==> src/rtl/hdr_frame_reader_pkg.sv <==
// hdr_frame_reader_pkg
//   Shared definitions for the frame-buffer read path: RGB565 pixel packing
//   inside a 128-bit RAM word, frame geometry, FSM state encodings and a
//   helper that extracts one pixel from a packed word.
//   The packing matches the tone mapper's write side: 8 pixels per word,
//   pixel k = word[16k+15:16k] = {R[4:0], G[5:0], B[4:0]}, pixel 0 first.
package hdr_frame_reader_pkg;

  localparam int PIX_W        = 16;
  localparam int R_W          = 5;
  localparam int G_W          = 6;
  localparam int B_W          = 5;
  localparam int PIX_PER_WORD = 8;
  localparam int RAM_DATA_W   = 128;
  localparam int FRAME_W      = 640;
  localparam int FRAME_H      = 480;

  localparam int PIX_IDX_W    = 3;
  localparam int PIX_CNT_W    = 19;

  localparam logic [1:0] ST_IDLE  = 2'd0;
  localparam logic [1:0] ST_RUN   = 2'd1;
  localparam logic [1:0] ST_DRAIN = 2'd2;

  typedef struct packed {
    logic [R_W-1:0] red;
    logic [G_W-1:0] green;
    logic [B_W-1:0] blue;
  } rgb565_t;

  // Pixel idx sits at bit offset 16*idx; {idx,4'b0} is that offset.
  function automatic rgb565_t pixel_of(input logic [RAM_DATA_W-1:0] word,
                                       input logic [PIX_IDX_W-1:0]  idx);
    return rgb565_t'(word[{idx, 4'b0000} +: PIX_W]);
  endfunction

endpackage

==> src/rtl/hdr_word_fifo.sv <==
// hdr_word_fifo
//   Small synchronous FIFO holding returned RAM words until the unpack
//   register can take them. DEPTH must be a power of two and >= 2.
// Ports:
//   clk, rst        clock, synchronous active-high reset
//   wr_en, wr_data  push a word (accepted when not full, or when popping)
//   rd_en           pop the head word (ignored when empty)
//   rd_data         head word, valid whenever empty is low
//   empty           no words stored
//   count           number of stored words, 0..DEPTH
module hdr_word_fifo #(
  parameter  int WIDTH = 128,
  parameter  int DEPTH = 4,
  localparam int AW    = $clog2(DEPTH),
  localparam int CW    = AW + 1
) (
  input  logic             clk,
  input  logic             rst,
  input  logic             wr_en,
  input  logic [WIDTH-1:0] wr_data,
  input  logic             rd_en,
  output logic [WIDTH-1:0] rd_data,
  output logic             empty,
  output logic [CW-1:0]    count
);

  logic [WIDTH-1:0] mem [DEPTH];
  logic [AW-1:0]    wr_ptr;
  logic [AW-1:0]    rd_ptr;
  logic             full;
  logic             do_push;
  logic             do_pop;

  assign empty   = (count == '0);
  assign full    = (count == CW'(DEPTH));
  assign do_pop  = rd_en && !empty;
  // A pop in the same cycle frees the slot, so a push at full still lands.
  assign do_push = wr_en && (!full || do_pop);
  assign rd_data = mem[rd_ptr];

  always_ff @(posedge clk) begin
    if (do_push) begin
      mem[wr_ptr] <= wr_data;
    end
  end

  always_ff @(posedge clk) begin
    if (rst) begin
      wr_ptr <= '0;
      rd_ptr <= '0;
      count  <= '0;
    end else begin
      if (do_push) wr_ptr <= wr_ptr + AW'(1);
      if (do_pop)  rd_ptr <= rd_ptr + AW'(1);
      case ({do_push, do_pop})
        2'b10:   count <= count + CW'(1);
        2'b01:   count <= count - CW'(1);
        default: count <= count;
      endcase
    end
  end

endmodule

==> src/rtl/hdr_frame_reader.sv <==
// hdr_frame_reader
//   Read side of the tone-mapped frame buffer. Issues one read request per
//   128-bit word of a frame, buffers the returned words, and streams them
//   out one RGB565 pixel per handshake to the display path.
// Ports:
//   clk, rst                 clock, synchronous active-high reset
//   frame_start              pulse: start a frame (only honoured in IDLE)
//   ram_busy                 RAM controller cannot take a request
//   rd_req, rd_addr          one-cycle read request and its word address
//   rd_valid, rd_data        returned words, in request order
//   pix_ready                downstream accepts the current pixel
//   pix_valid                pixel outputs valid
//   pix_red/green/blue       current pixel
//   pix_last                 current pixel is the last of the frame
//   frame_done               one-cycle pulse after the last pixel is taken
//   busy                     reader is not idle
module hdr_frame_reader
  import hdr_frame_reader_pkg::*;
#(
  parameter int WORDS_PER_FRAME = FRAME_W * FRAME_H / PIX_PER_WORD,
  parameter int BASE_ADDR       = 0,
  parameter int ADDR_W          = 22,
  parameter int FIFO_DEPTH      = 4
) (
  input  logic                  clk,
  input  logic                  rst,
  input  logic                  frame_start,
  input  logic                  ram_busy,
  output logic                  rd_req,
  output logic [ADDR_W-1:0]     rd_addr,
  input  logic                  rd_valid,
  input  logic [RAM_DATA_W-1:0] rd_data,
  input  logic                  pix_ready,
  output logic                  pix_valid,
  output logic [R_W-1:0]        pix_red,
  output logic [G_W-1:0]        pix_green,
  output logic [B_W-1:0]        pix_blue,
  output logic                  pix_last,
  output logic                  frame_done,
  output logic                  busy
);

  localparam int WCNT_W = $clog2(WORDS_PER_FRAME + 1);
  localparam int CRED_W = $clog2(FIFO_DEPTH) + 1;
  localparam logic [PIX_CNT_W-1:0] LAST_PIX = PIX_CNT_W'(WORDS_PER_FRAME * PIX_PER_WORD - 1);

  logic [1:0]              state;
  logic [WCNT_W-1:0]       word_cnt;
  logic [CRED_W-1:0]       outstanding;
  logic [CRED_W-1:0]       fifo_count;
  logic [CRED_W:0]         in_flight;
  logic                    fifo_empty;
  logic [RAM_DATA_W-1:0]   fifo_rdata;

  logic                    start_frame;
  logic                    issue;
  logic                    last_issue;
  logic                    rd_accept;
  logic                    pix_hs;
  logic                    word_done;
  logic                    load_word;
  logic                    frame_end;

  logic [RAM_DATA_W-1:0]   out_word;
  logic                    out_valid;
  logic [PIX_IDX_W-1:0]    pix_idx;
  logic [PIX_CNT_W-1:0]    pix_cnt;
  rgb565_t                 cur_pix;

  // A start pulse landing on the frame_done cycle is treated as stale.
  assign start_frame = (state == ST_IDLE) && frame_start && !frame_done;

  // Requests in flight plus words already buffered must fit in the FIFO,
  // so a returning word always has a slot. The unpack register is not
  // counted: once it loads, its FIFO slot is free for one more request.
  assign in_flight  = {1'b0, outstanding} + {1'b0, fifo_count};
  assign issue      = (state == ST_RUN) && !ram_busy && (in_flight < (CRED_W+1)'(FIFO_DEPTH));
  assign last_issue = issue && (word_cnt == WCNT_W'(WORDS_PER_FRAME - 1));

  // Words arriving with no request outstanding (e.g. after a reset that
  // aborted a frame) are stale and dropped.
  assign rd_accept  = rd_valid && (outstanding != '0);

  assign pix_hs     = out_valid && pix_ready;
  assign word_done  = pix_hs && (pix_idx == PIX_IDX_W'(PIX_PER_WORD - 1));
  assign load_word  = !fifo_empty && (!out_valid || word_done);
  assign frame_end  = (state == ST_DRAIN) && pix_hs && pix_last;

  assign cur_pix    = pixel_of(out_word, pix_idx);
  assign pix_valid  = out_valid;
  assign pix_red    = cur_pix.red;
  assign pix_green  = cur_pix.green;
  assign pix_blue   = cur_pix.blue;
  assign pix_last   = out_valid && (pix_cnt == LAST_PIX);
  assign busy       = (state != ST_IDLE);

  hdr_word_fifo #(
    .WIDTH (RAM_DATA_W),
    .DEPTH (FIFO_DEPTH)
  ) u_fifo (
    .clk     (clk),
    .rst     (rst),
    .wr_en   (rd_accept),
    .wr_data (rd_data),
    .rd_en   (load_word),
    .rd_data (fifo_rdata),
    .empty   (fifo_empty),
    .count   (fifo_count)
  );

  always_ff @(posedge clk) begin
    if (rst) begin
      state <= ST_IDLE;
    end else begin
      case (state)
        ST_IDLE:  if (start_frame) state <= ST_RUN;
        ST_RUN:   if (last_issue)  state <= ST_DRAIN;
        ST_DRAIN: if (frame_end)   state <= ST_IDLE;
        default:  state <= ST_IDLE;
      endcase
    end
  end

  always_ff @(posedge clk) begin
    if (rst) begin
      word_cnt <= '0;
      rd_req   <= 1'b0;
      rd_addr  <= '0;
    end else begin
      rd_req <= issue;
      if (start_frame) begin
        word_cnt <= '0;
      end else if (issue) begin
        word_cnt <= word_cnt + WCNT_W'(1);
      end
      if (issue) begin
        rd_addr <= ADDR_W'(BASE_ADDR) + ADDR_W'(word_cnt);
      end
    end
  end

  always_ff @(posedge clk) begin
    if (rst) begin
      outstanding <= '0;
    end else begin
      case ({issue, rd_accept})
        2'b10:   outstanding <= outstanding + CRED_W'(1);
        2'b01:   outstanding <= outstanding - CRED_W'(1);
        default: outstanding <= outstanding;
      endcase
    end
  end

  // Unpack register: reloads on the handshake of pixel 7 so consecutive
  // words stream without a bubble when the FIFO has data.
  always_ff @(posedge clk) begin
    if (rst) begin
      out_word  <= '0;
      out_valid <= 1'b0;
      pix_idx   <= '0;
    end else if (load_word) begin
      out_word  <= fifo_rdata;
      out_valid <= 1'b1;
      pix_idx   <= '0;
    end else if (pix_hs) begin
      pix_idx <= pix_idx + PIX_IDX_W'(1);
      if (word_done) begin
        out_valid <= 1'b0;
      end
    end
  end

  always_ff @(posedge clk) begin
    if (rst) begin
      pix_cnt    <= '0;
      frame_done <= 1'b0;
    end else begin
      frame_done <= frame_end;
      if (start_frame || frame_end) begin
        pix_cnt <= '0;
      end else if (pix_hs) begin
        pix_cnt <= pix_cnt + PIX_CNT_W'(1);
      end
    end
  end

endmodule

==> config.mk <==
export PLATFORM = sky130hd
export DESIGN_NAME = hdr_frame_reader
export DESIGN_NICKNAME = d
export VERILOG_FILES = /design/src/rtl/hdr_frame_reader_pkg.sv /design/src/rtl/hdr_word_fifo.sv /design/src/rtl/hdr_frame_reader.sv
export SDC_FILE = /design/constraint.sdc
export NUM_CORES = 1
export LEC_CHECK = 0
export ABC_CLOCK_PERIOD_IN_PS = 8400
export CAP_MARGIN = 20
export CORE_UTILIZATION = 32
export CTS_CLUSTER_DIAMETER = 40
export CTS_CLUSTER_SIZE = 14
export DETAILED_ROUTE_END_ITERATION = 10
export GPL_TIMING_DRIVEN = 0
export PLACE_DENSITY_LB_ADDON = 0.12
export SLEW_MARGIN = 20
export SYNTH_ARGS = -nofsm -noshare
export SYNTH_HDL_FRONTEND = slang
export SYNTH_HIERARCHICAL = 1
export SYNTH_SLANG_ARGS = --single-unit
==> constraint.sdc <==
create_clock -name clk -period 8.4 [get_ports clk]
set_input_delay 2.1 -clock clk [delete_from_list [all_inputs] [get_ports clk]]
set_output_delay 2.1 -clock clk [all_outputs]
set_load 0.02 [all_outputs]
After elaboration in Yosys (flattened, before gate mapping)
Memories as Yosys holds them, arrays and structs flattened. A register that Yosys moved wholly into a read port is not among the register bits. Index checks and enable logic that the tools add are counted.

Add/sub/neg operators: 10. Eq/ne operators: 13. Order comparisons: 1. Muxes and demuxes: 11. Shifts and indexed selects: 1. Reduce and logical (&&, ||, !) cells: 35.

Operator list (count): $shiftx A128 B8 Y16 (1); $add A19 B1 Y19 const B (1); $eq A19 B19 Y1 const B (1); $add A16 B1 Y16 const B (1); $eq A16 B16 Y1 const B (1); $logic_and A1 B1 Y1 (14); $pmux W3 S2 (2); $reduce_bool A2 Y1 (5); $add A3 B1 Y3 const B (3); $eq A2 B1 Y1 const B (3); $eq A2 B2 Y1 const B (3); $eq A3 B3 Y1 const B (2); $mux W2 (3); $ne A2 B2 Y1 const B (3); $pmux W2 S3 (1); $reduce_or A2 Y1 (3); $sub A3 B1 Y3 const B (2); $logic_not A1 Y1 (5); $mux W1 (5); $add A2 B1 Y2 const B (2); $add A3 B3 Y4 (1); $lt A4 B3 Y1 const B (1); $logic_not A3 Y1 (1); $logic_or A1 B1 Y1 (3); 4 further kinds (4).

Memories kept: 1. Bits in registers: 69. Output and inout port bits: 43. Input port bits: 134. RAM bits: 512.

Memories: u_fifo.mem (depth 4, bits a word 128, read ports 1, clocked after Yosys merged registers in 1, wr ports 1, RTL line hdr_word_fifo.sv:27) `logic [WIDTH-1:0] mem [DEPTH];`.

Depth between registers and ports, before layout
Gate-level depths: netlist of run 1.

Word-level depth: 9. Depth in mapped cells: 12.

Hierarchy
The synthesis of run 1 kept the hierarchy.

Modules (own cells, without submodules): hdr_word_fifo (sequential area each 15554.9 µm², instances 1, cells each 724, area an instance 18933.2 µm²); hdr_frame_reader (sequential area each 3803.6 µm², instances 1, cells each 927, area an instance 8137.8 µm²).

Worst setup path after synthesis of run 1
No wires, ideal clock.

Path kind: input to register. Start: input pix_ready. End: memory u_fifo.mem[1][0] (enable). Data required time: 7.898 ns. Slack: 1.520 ns. Buffers on the path: 2. Arrival time: 6.377 ns. Cell stages on the path: 8. Path through: buf_2 -> nand2_1 -> a21o_1 -> clkinv_1 -> clkbuf_1 -> nor4b_1 -> nor2b_1 -> and2_1.

Cells in the longest elaborated chain, start to end: 9.

RTL lines: from (decl) (RTL line hdr_frame_reader.sv:33) `input logic pix_ready,`; $logic_and A1 B1 Y1 (RTL line hdr_frame_reader.sv:84) `assign pix_hs = out_valid && pix_ready;`; $logic_and A1 B1 Y1 (RTL line hdr_frame_reader.sv:85) `assign word_done = pix_hs && (pix_idx == PIX_IDX_W'(PIX_PER_WORD - 1));`; $logic_or A1 B1 Y1 (RTL line hdr_frame_reader.sv:86) `assign load_word = !fifo_empty && (!out_valid || word_done);`; $logic_and A1 B1 Y1 (RTL line hdr_frame_reader.sv:86); net load_word (RTL line hdr_frame_reader.sv:61) `logic load_word;`; $logic_and A1 B1 Y1 (RTL line hdr_word_fifo.sv:36) `assign do_pop = rd_en && !empty;`; $logic_or A1 B1 Y1 (RTL line hdr_word_fifo.sv:38) `assign do_push = wr_en && (!full || do_pop);`; $logic_and A1 B1 Y1 (RTL line hdr_word_fifo.sv:38); $mux W1 (RTL line hdr_word_fifo.sv:42) `if (do_push) begin`; $mux W1 (not written as such) (RTL line hdr_word_fifo.sv:43) `mem[wr_ptr] <= wr_data;`; to (decl) (RTL line hdr_word_fifo.sv:27).

The timed path passes the listed nets, and every way through them passes these cells.

Worst setup path in the final report of run 1
Start: register pix_idx[0]. End: output pix_green[2].

Cells in the longest elaborated chain, start to end: 1.

RTL lines: from (decl) (RTL line hdr_frame_reader.sv:66) `logic [PIX_IDX_W-1:0] pix_idx;`; from (signal assigned) (RTL line hdr_frame_reader.sv:166) `pix_idx <= pix_idx + PIX_IDX_W'(1);`; $shiftx A128 B8 Y16 (RTL line hdr_frame_reader_pkg.sv:34) `return rgb565_t'(word[{idx, 4'b0000} +: PIX_W]);`; to (decl) (RTL line hdr_frame_reader.sv:36) `output logic [G_W-1:0] pix_green,`.

No other way between the ends.

==> flow_summary.json, run 1 <==
{
  "slowest_delay_ps": 670,
  "powerDensity_mw_per_mm2": 277,
  "root_buffer": "clkbuf_16",
  "worst_pin_slew_ps": 1050,
  "slew_viol_final": 0,
  "irDropWorstVdd_uv": 162,
  "worst_ep_arrival_time_ps": 3350,
  "period_minus_slack_ps": 5450,
  "grt_overflow_total": 0,
  "synth-seq-cells": 711,
  "dr.pass1.iters": 5,
  "cts_buffer_depth": 3,
  "fp-row-count": 106,
  "yosys_warnings": 6,
  "required_ps": 6300,
  "synth_top_area_share_pct": 56.8,
  "cp_slowest_cell": "clkdlybuf4s50_1",
  "clock_latency_ps": 650,
  "drcViolationCount": 0,
  "synth_area_leaders": "edfxtp_1, dfxtp_1, mux4_2",
  "power.total_mw": 9.51,
  "p_leak_nw": 11.0,
  "track_usage_pct": 16.0,
  "core_area_mm2": 0.0837,
  "synth.cell_area_mm2": 0.0271,
  "synth_top_cell_by_area": "edfxtp_1",
  "path_cells": "clkbuf_1 > buf_2 > mux4_2 > mux2_2 > clkdlybuf4s50_1",
  "die_y_um": 293,
  "fin_nets": 2099,
  "dr.first_iter.drc_count": 804,
  "finalHoldViolations": 0,
  "htreeDepth": 3,
  "cts.clk_slew.worst_paths_ps": 60,
  "initial_core_util_pct": 32.3,
  "dr_total_vias": 15000,
  "io_buffers": 169,
  "synthFlopType": "edfxtp_1",
  "finalWirelength_um": 68200,
  "rsz0062_at_grt": "no",
  "layout_common_cells": "edfxtp_1, nand2_1, dfxtp_1",
  "vias_per_cell": 4.72,
  "synth.avg_cell_area_um2": 16.4,
  "cts_tree": "built",
  "post_route_cells_drive_above_1_share_pct": 21.6,
  "cts_buffers": 113,
  "grt_antenna_before_repair": 6,
  "start_kind": "flip-flop",
  "end_kind": "primary output",
  "async_flop_share_pct": 0,
  "wl_per_cell_um": 21.4,
  "finalCritPeriodShare_pct": 64.9,
  "synth.distinct_cells": 54,
  "synth-edff-count": 512,
  "hpwl_um": 47200,
  "max_freq_mhz": 183,
  "path_buf_inv": 3,
  "finalSetupTns_ps": 0,
  "synth_cells": 1651,
  "max-cap-violations": 0,
  "holdBufCountCts": 0,
  "post_cts_buffers": 0,
  "status": "complete, no violations",
  "finClkSkew_ps": 27.5,
  "grt_pass1_wl_um": 100000,
  "place_congestion": 0.810,
  "pin_count": 177,
  "grt_pass1_vias": 15600,
  "fp.dieArea_mm2": 0.0858,
  "cp_max_fo": 10,
  "grt_max_degree": 43,
  "setup_viol": 0,
  "clock-sinks": 711,
  "drtAntennaViolNets": 0,
  "fill_cells": 7594,
  "cts.repair.resized": 0,
  "diodes": 0,
  "hp-class": "reg2reg",
  "fin_util_pct": 41.1,
  "final_common_cell": "edfxtp_1",
  "crit_type": "reg2out",
  "die_w_um": 293,
  "cp_top_family": "buffers and inverters",
  "synth_seq_area_share_pct": 71.5,
  "area_delta_synth_final_pct": 27.0,
  "relSlewSlack_pct": 30.1
}
flip-flops by register name, indices dropped and copies added, names as in the netlist, named ones only:
signal,flops
u_fifo/rd_ptr,2
outstanding,3
u_fifo/wr_ptr,2
out_word,128
rd_req,1
rd_addr,16
pix_idx,3
u_fifo/mem,512
pix_valid,1
word_cnt,16
frame_done,1
state,2
u_fifo/count,3
pix_cnt,19
area by class of cell:
type,count,area (µm²),share of cell area [%]
multi-input cells,827,7180,20.9
plain buffers,102,499,1.45
clock buffers,127,2960,8.62
inverters,16,60.1,0.175
well taps,1134,1420,4.13
repair buffers,181,2020,5.88
clock inverters,86,865,2.52
flip-flops and latches,711,19400,56.3
layer usage:
layer | vias to the layer above | part of all wire [%] | track usage [%]
met5 | - | 0.12 | 0
met4 | 12 | 2.5 | 5.55
met3 | 112 | 6.0 | 4.25
met2 | 352 | 47 | 25.4
met1 | 7589 | 44 | 21.1
li1 | 6956 | - | -
through the flow:
step | worst slack [ps] | std cells | hold WS [ps] | cell area [µm²]
after global routing | 2740 | 3184 | 473 | 34400
after global placement | -2170 | 2959 | 447 | 30200
after floorplan | 1520 | 1656 | 433 | 27100
after CTS | 2880 | 3184 | 455 | 34400
after detailed placement | 2760 | 2971 | 448 | 30500
final | 2950 | 3184 | 454 | 34400
synthesized netlist by cell type (3+ instances only):
cell type    n
a21oi_1    150
mux2_2      16
or4_1        6
or3_1       13
ha_1        11
mux4_2     160
buf_4       18
or4_4        3
mux2i_1     20
nand4_1     12
o21ai_0     12
nand3_1     13
clkbuf_1    52
and2_1       4
o31ai_1      7
nand2_1    271
and4_1       3
dfxtp_1    199
nor3_1       9
xor2_1      13
buf_1        3
nor2b_1      3
xnor2_1     11
o31a_1       3
nor2_1      51
edfxtp_1   512
inv_1       15
and3_1       4
buf_2       26
power by group:
group          leakage [nW]  internal (mW)  total (mW)  switching, mW
combinational          2.91          0.330       0.805          0.475
sequential             6.23           4.05        4.13         0.0763
clock                  1.84           2.85        4.58           1.72
total                  11.0           7.24        9.51           2.27
path summary, 6_finish.rpt:
| check | startpoint | slack (ps) | cells after the start | to |
|---|---|---|---|---|
| max | pix_idx[0]$_SDFFE_PP0P_ | 2950 | 5 | pix_green[2] |
| min | out_word[56]$_SDFFE_PP0P_ | 450 | 2 | out_word[56]$_SDFFE_PP0P_ |
| max reg2reg | pix_idx[0]$_SDFFE_PP0P_ | 4360 | 11 | u_fifo/mem[3][90]$_DFFE_PP_ |
| min reg2reg | out_word[56]$_SDFFE_PP0P_ | 450 | 2 | out_word[56]$_SDFFE_PP0P_ |
cells by family (layout without fill, tap and decap cells):
family,after synthesis,after routing,share of synthesized area [%]
buf+inv,118,512,2.07
other cells,1,6,0.0139
simple gates,408,408,6.68
mux,197,197,14.8
xor+xnor,24,24,0.776
flops,711,711,71.5
compound gates,179,179,3.54
fa+ha+maj,13,13,0.656
worst min-delay path, stage by stage (launching register included):
cell	delay, ps
dfxtp_1	300
nand2_1	50
a21oi_1	50
Power figures use the tool's default switching activity.
==> run 2: changes to the inputs <==
--- a/config.mk
+++ b/config.mk
@@ -5,7 +5,7 @@
 export SDC_FILE = /design/constraint.sdc
 export NUM_CORES = 1
 export LEC_CHECK = 0
-export ABC_CLOCK_PERIOD_IN_PS = 8400
+export ABC_CLOCK_PERIOD_IN_PS = 4800
 export CAP_MARGIN = 20
 export CORE_UTILIZATION = 32
 export CTS_CLUSTER_DIAMETER = 40
==> constraint.sdc (replaced) <==
create_clock -name clk -period 4.8 [get_ports clk]
set_input_delay 1.2 -clock clk [delete_from_list [all_inputs] [get_ports clk]]
set_output_delay 1.2 -clock clk [all_outputs]
set_load 0.02 [all_outputs]
==> run 2 against run 1 <==
  * Cell count is essentially flat
  * Clock skew shrank 3.5 ps
  * Non-clock buffer count is the same
  * Clock-buffer cell count grew 1
  * Sequential cell count is the same
  * Hold slack lost 0.66 ps
  * Setup slack lost 2600 ps
  * Global-route usage is essentially flat
  * Clock power grew 76%
  * Sequential share of layout area is essentially flat
  * Largest power group unchanged
  * Highest routed layer unchanged
==> flow_summary.json, run 2 (synthesis gave the netlist of run 1 again) <==
{
  "final_common_cell": "edfxtp_1",
  "setup_ws_ps": 318,
  "finClkSkew_ps": 24.0,
  "slew_viol_final": 0,
  "start_kind": "flip-flop",
  "post_route_cells_drive_above_1_share_pct": 21.0,
  "worst_pin_slew_ps": 953,
  "grt_pass1_wl_um": 101000,
  "clock-sinks": 711,
  "dr.first_iter.drc_count": 920,
  "hold_ws_ps": 454,
  "fin_nets": 2096,
  "final_area_mm2": 0.0343,
  "worst_ep_arrival_time_ps": 3280,
  "rsz0062_at_grt": "no",
  "r2r_end": "u_fifo/mem[2][21]$_DFFE_PP_",
  "cts_buffer_depth": 3,
  "status": "complete, no violations",
  "cts_buffers": 110,
  "cp_max_fo": 10,
  "diodes": 0,
  "seqPwrFrac_pct": 43.3,
  "cts.repair.resized": 0,
  "irDropWorstVdd_uv": 292,
  "wl_per_cell_um": 21.4,
  "combPwrFrac_pct": 8.4,
  "slowest_delay_ps": 610,
  "min_to": "out_word[50]$_SDFFE_PP0P_",
  "io_buffers": 169,
  "htreeDepth": 3,
  "grt_overflow_total": 0,
  "die_y_um": 293,
  "grt_pass1_vias": 15600,
  "cts.clk_slew.worst_paths_ps": 50,
  "max_freq_mhz": 223,
  "cp_slowest_cell": "mux4_2",
  "pin_count": 177,
  "path_cells": "clkbuf_1 > buf_2 > mux4_2 > mux2_2 > clkdlybuf4s50_1",
  "fp.dieArea_mm2": 0.0858,
  "initial_core_util_pct": 32.3,
  "grt_antenna_before_repair": 9,
  "drtAntennaViolNets": 0,
  "track_usage_pct": 16.1,
  "end_kind": "primary output",
  "hold_depth": 2,
  "period_minus_slack_ps": 4480,
  "finalWirelength_um": 68100,
  "layout_common_cells": "edfxtp_1, nand2_1, dfxtp_1",
  "clock_latency_ps": 650,
  "reg.largest.list": "u_fifo/mem x512, out_word x128, pix_cnt x19",
  "dr.pass1.iters": 5,
  "worst_r2r_path_depth": 10,
  "hpwl_um": 47000,
  "clkPwrFrac_pct": 48.2,
  "area_delta_synth_final_pct": 26.9,
  "vias_per_cell": 4.74,
  "p_leak_nw": 11.0,
  "crit_type": "reg2out",
  "dr_total_vias": 15100,
  "postPlaceCellArea_mm2": 0.0305,
  "regMostFlops": "u_fifo/mem",
  "hp-class": "reg2reg",
  "powerDensity_mw_per_mm2": 486,
  "switching_share_pct": 23.1,
  "core_area_mm2": 0.0837,
  "largest_reg_flops": 512,
  "holdBufCountCts": 0,
  "post_cts_buffers": 0,
  "fill_cells": 7587,
  "rr_startpoint": "pix_idx[0]$_SDFFE_PP0P_",
  "power.total_mw": 16.7,
  "drcViolationCount": 0,
  "fp-row-count": 106,
  "min_from": "out_word[50]$_SDFFE_PP0P_",
  "setup_viol": 0,
  "pre_cts_ws_ps": 133,
  "grt_max_degree": 42,
  "cellInternalPower_mw": 12.8,
  "cts_tree": "built",
  "die_w_um": 293,
  "r2r_slack_ps": 830,
  "place_congestion": 0.820,
  "max-cap-violations": 0,
  "finalHoldViolations": 0,
  "p_sw_mw": 3.85,
  "finalCritPeriodShare_pct": 93.4,
  "root_buffer": "clkbuf_16",
  "required_ps": 3600,
  "relSlewSlack_pct": 36.5
}
run 2: metal layers:
layer / part of all wire, % / wire length, µm / GRT usage (%)
met1: 45 / 30500 / 21.7
met2: 47 / 32200 / 25.5
met3: 5.5 / 3710 / 3.70
met4: 2.4 / 1600 / 5.34
met5: 0.13 / 88 / 0
run 2: worst max path at each step:
stage                                  from                           end  slack [ps]  cells after the start
floorplan                         pix_ready    u_fifo/mem[0][0]$_DFFE_PP_         230                      8
global placement                  pix_ready  u_fifo/mem[2][101]$_DFFE_PP_       -2010                      8
detailed placement                pix_ready   u_fifo/mem[2][48]$_DFFE_PP_         130                      9
CTS                 pix_idx[0]$_SDFFE_PP0P_                    pix_red[1]         230                      5
global route        pix_idx[0]$_SDFFE_PP0P_                    pix_red[1]         120                      5
finish              pix_idx[0]$_SDFFE_PP0P_                  pix_green[5]         320                      5
run 2: area by class of cell:
class	count	area [µm²]	share of cell area, %
timing repair buffer	181	2000	5.82
multi-input combinational	827	7180	20.9
inverter	16	60.1	0.175
clock buffer	128	2890	8.43
sequential	711	19400	56.4
tap	1134	1420	4.13
clock inverter	82	928	2.70
buffer	102	499	1.45
run 2: power groups by stage:
| stage | logic, mW | registers, mW | clock network [mW] |
|---|---|---|---|
| floorplan | 0.763 | 7.32 | 0 |
| global placement | 1.34 | 7.40 | 0 |
| detailed placement | 1.44 | 7.35 | 0 |
| CTS | 1.45 | 7.23 | 8.24 |
| global route | 1.53 | 7.26 | 8.50 |
| finish | 1.41 | 7.23 | 8.05 |
run 2: through the flow:
stage	util (%)	setup TNS [ps]	cells
after floorplan	-	0	1656
after global placement	36.1	-1015740	2959
after detailed placement	36.5	0	2971
after CTS	41.0	0	3181
after global routing	41.0	0	3181
final	41.0	0	3181
run 2: worst max-delay path, delay by kind of cell (launching register included):
kind     cells  cell delay [ps]
buf+inv      3             1350
mux          2              960
flops        1              330
==> run 3: changes to the inputs <==
--- a/config.mk
+++ b/config.mk
@@ -12,7 +12,8 @@
 export CTS_CLUSTER_SIZE = 14
 export DETAILED_ROUTE_END_ITERATION = 10
 export GPL_TIMING_DRIVEN = 0
-export PLACE_DENSITY_LB_ADDON = 0.12
+export PLACE_DENSITY = 0.56
+export RECOVER_POWER = 100
 export SLEW_MARGIN = 20
 export SYNTH_ARGS = -nofsm -noshare
 export SYNTH_HDL_FRONTEND = slang
==> run 3 against run 2 <==
  * Total power is 4.1% lower
  * Routed wire length fell by 4.9%
  * Global-route usage fell by 0.94 points
  * Critical endpoint is now pix_red[3]
  * Hold slack got worse by 3.2 ps
==> flow_summary.json, run 3 (synthesis gave the netlist of run 1 again) <==
{
  "vias_per_cell": 4.75,
  "clock-sinks": 711,
  "place_congestion": 0.850,
  "cts_tree": "built",
  "irDropWorstVdd_uv": 267,
  "status": "complete, no violations",
  "pre_cts_ws_ps": 180,
  "io_buffers": 169,
  "combPwrFrac_pct": 8.5,
  "seqPwrFrac_pct": 45.2,
  "track_usage_pct": 15.1,
  "start_kind": "flip-flop",
  "setup_viol": 0,
  "worst_pin_slew_ps": 1340,
  "finalHoldViolations": 0,
  "relSlewSlack_pct": 10.8,
  "initial_core_util_pct": 32.3,
  "fill_cells": 7546,
  "finClkSkew_ps": 31.1,
  "seqCellArea_mm2": 0.0194,
  "drcViolationCount": 0,
  "layout_common_cells": "edfxtp_1, nand2_1, dfxtp_1",
  "die_y_um": 293,
  "max_freq_mhz": 221,
  "dr.pass1.iters": 5,
  "dr_total_vias": 15100,
  "core_area_mm2": 0.0837,
  "hold_ws_ps": 450,
  "die_w_um": 293,
  "htreeDepth": 3,
  "multi_input_area_mm2": 0.00715,
  "fin_nets": 2086,
  "finalCritPeriodShare_pct": 94.3,
  "area_delta_synth_final_pct": 25.4,
  "reg.largest.list": "u_fifo/mem x512, out_word x128, pix_cnt x19",
  "cts_buffer_depth": 3,
  "dr.first_iter.drc_count": 1050,
  "finalWirelength_um": 64800,
  "holdBufCountCts": 0,
  "post_route_cells_drive_above_1_share_pct": 20.3,
  "p_sw_mw": 3.74,
  "switching_share_pct": 23.4,
  "fp-row-count": 106,
  "grt_pass1_wl_um": 96500,
  "grt_pass1_vias": 15400,
  "end_kind": "primary output",
  "drtAntennaViolNets": 0,
  "fp.dieArea_mm2": 0.0858,
  "final_common_cell": "edfxtp_1",
  "clkPwrFrac_pct": 46.4,
  "cp_max_fo": 10,
  "regMostFlops": "u_fifo/mem",
  "placedCellCount": 2971,
  "setup_ws_ps": 275,
  "grt_overflow_total": 0,
  "grt_antenna_before_repair": 24,
  "fin_util_pct": 40.6,
  "worst_ep_arrival_time_ps": 3320,
  "required_ps": 3600,
  "cts.clk_slew.worst_paths_ps": 60,
  "max-cap-violations": 0,
  "stdcell_count": 3167,
  "crit_type": "reg2out",
  "p_leak_nw": 10.9,
  "pin_count": 177,
  "cts.repair.resized": 0,
  "power.total_mw": 16.0,
  "clock_latency_ps": 640,
  "rsz0062_at_grt": "no",
  "largest_reg_flops": 512,
  "hp-class": "reg2reg",
  "hpwl_um": 44800,
  "grt_max_degree": 45,
  "cellInternalPower_mw": 12.3,
  "post_cts_buffers": 0,
  "cts_buffers": 100,
  "period_minus_slack_ps": 4520,
  "slew_viol_final": 0,
  "wl_per_cell_um": 20.4,
  "root_buffer": "clkbuf_16",
  "powerDensity_mw_per_mm2": 471
}
run 3: cell types whose count changed in the layout (fill, tap and decap cells not counted), sizes merged:
cell	previous run	this run
clkdlybuf4s50	169	18
dlygate4sd3	0	151
buf	61	50
clkinv	42	31
diode	0	8
bufinv	15	10
inv	29	33
clkbuf	181	182
run 3: cell type report:
| class | instances | area share, % |
|---|---|---|
| Antenna cell | 8 | 0.0590 |
| Buffer | 102 | 1.41 |
| Clock buffer | 118 | 7.94 |
| Clock inverter | 70 | 2.30 |
| Inverter | 16 | 0.177 |
| Multi-Input combinational cell | 827 | 21.1 |
| Sequential cell | 711 | 57.0 |
| Tap cell | 1134 | 4.18 |
| Timing Repair Buffer | 181 | 5.83 |
run 3: worst paths after layout:
kind / slack, ps / cells past startpoint / end / startpoint
min: 450 / 2 / out_word[55]$_SDFFE_PP0P_ / out_word[55]$_SDFFE_PP0P_
min reg2reg: 450 / 2 / out_word[55]$_SDFFE_PP0P_ / out_word[55]$_SDFFE_PP0P_
max: 280 / 5 / pix_red[3] / pix_idx[0]$_SDFFE_PP0P_
max reg2reg: 440 / 10 / u_fifo/mem[0][106]$_DFFE_PP_ / pix_idx[1]$_SDFFE_PP0P_
run 3: metal layers:
| metal | wire (µm) | up-vias | global-route usage (%) | share of wire (%) |
|---|---|---|---|---|
| met1 | 28300 | 7618 | 20.4 | 44 |
| met3 | 4820 | 103 | 4.09 | 7.4 |
| met4 | 1340 | 8 | 4.60 | 2.1 |
| met5 | 46 | - | 0 | 0.071 |
| li1 | - | 6909 | - | - |
| met2 | 30200 | 420 | 23.8 | 47 |
run 3: per-stage QoR:
step | TNS [ps] | cell area, µm²
2_1_floorplan | 0 | 27100
3_3_place_gp | -912940 | 30200
4_1_cts | 0 | 34000
5_1_grt | 0 | 33900
6_report | 0 | 33900
3_5_place_dp | 0 | 30500
run 3: power groups by stage:
stage,combinational [mW],sequential (mW),clock (mW)
floorplan,0.763,7.32,0
global placement,1.29,7.39,0
detailed placement,1.41,7.35,0
CTS,1.42,7.23,7.57
global route,1.46,7.26,7.82
finish,1.35,7.23,7.42
run 3: critical path, cell delays in order (launching register included):
cell             delay, ps
dfxtp_1                330
clkbuf_1               370
clkbuf_2               410
mux4_2                 600
mux2_2                 290
clkdlybuf4s50_1        670
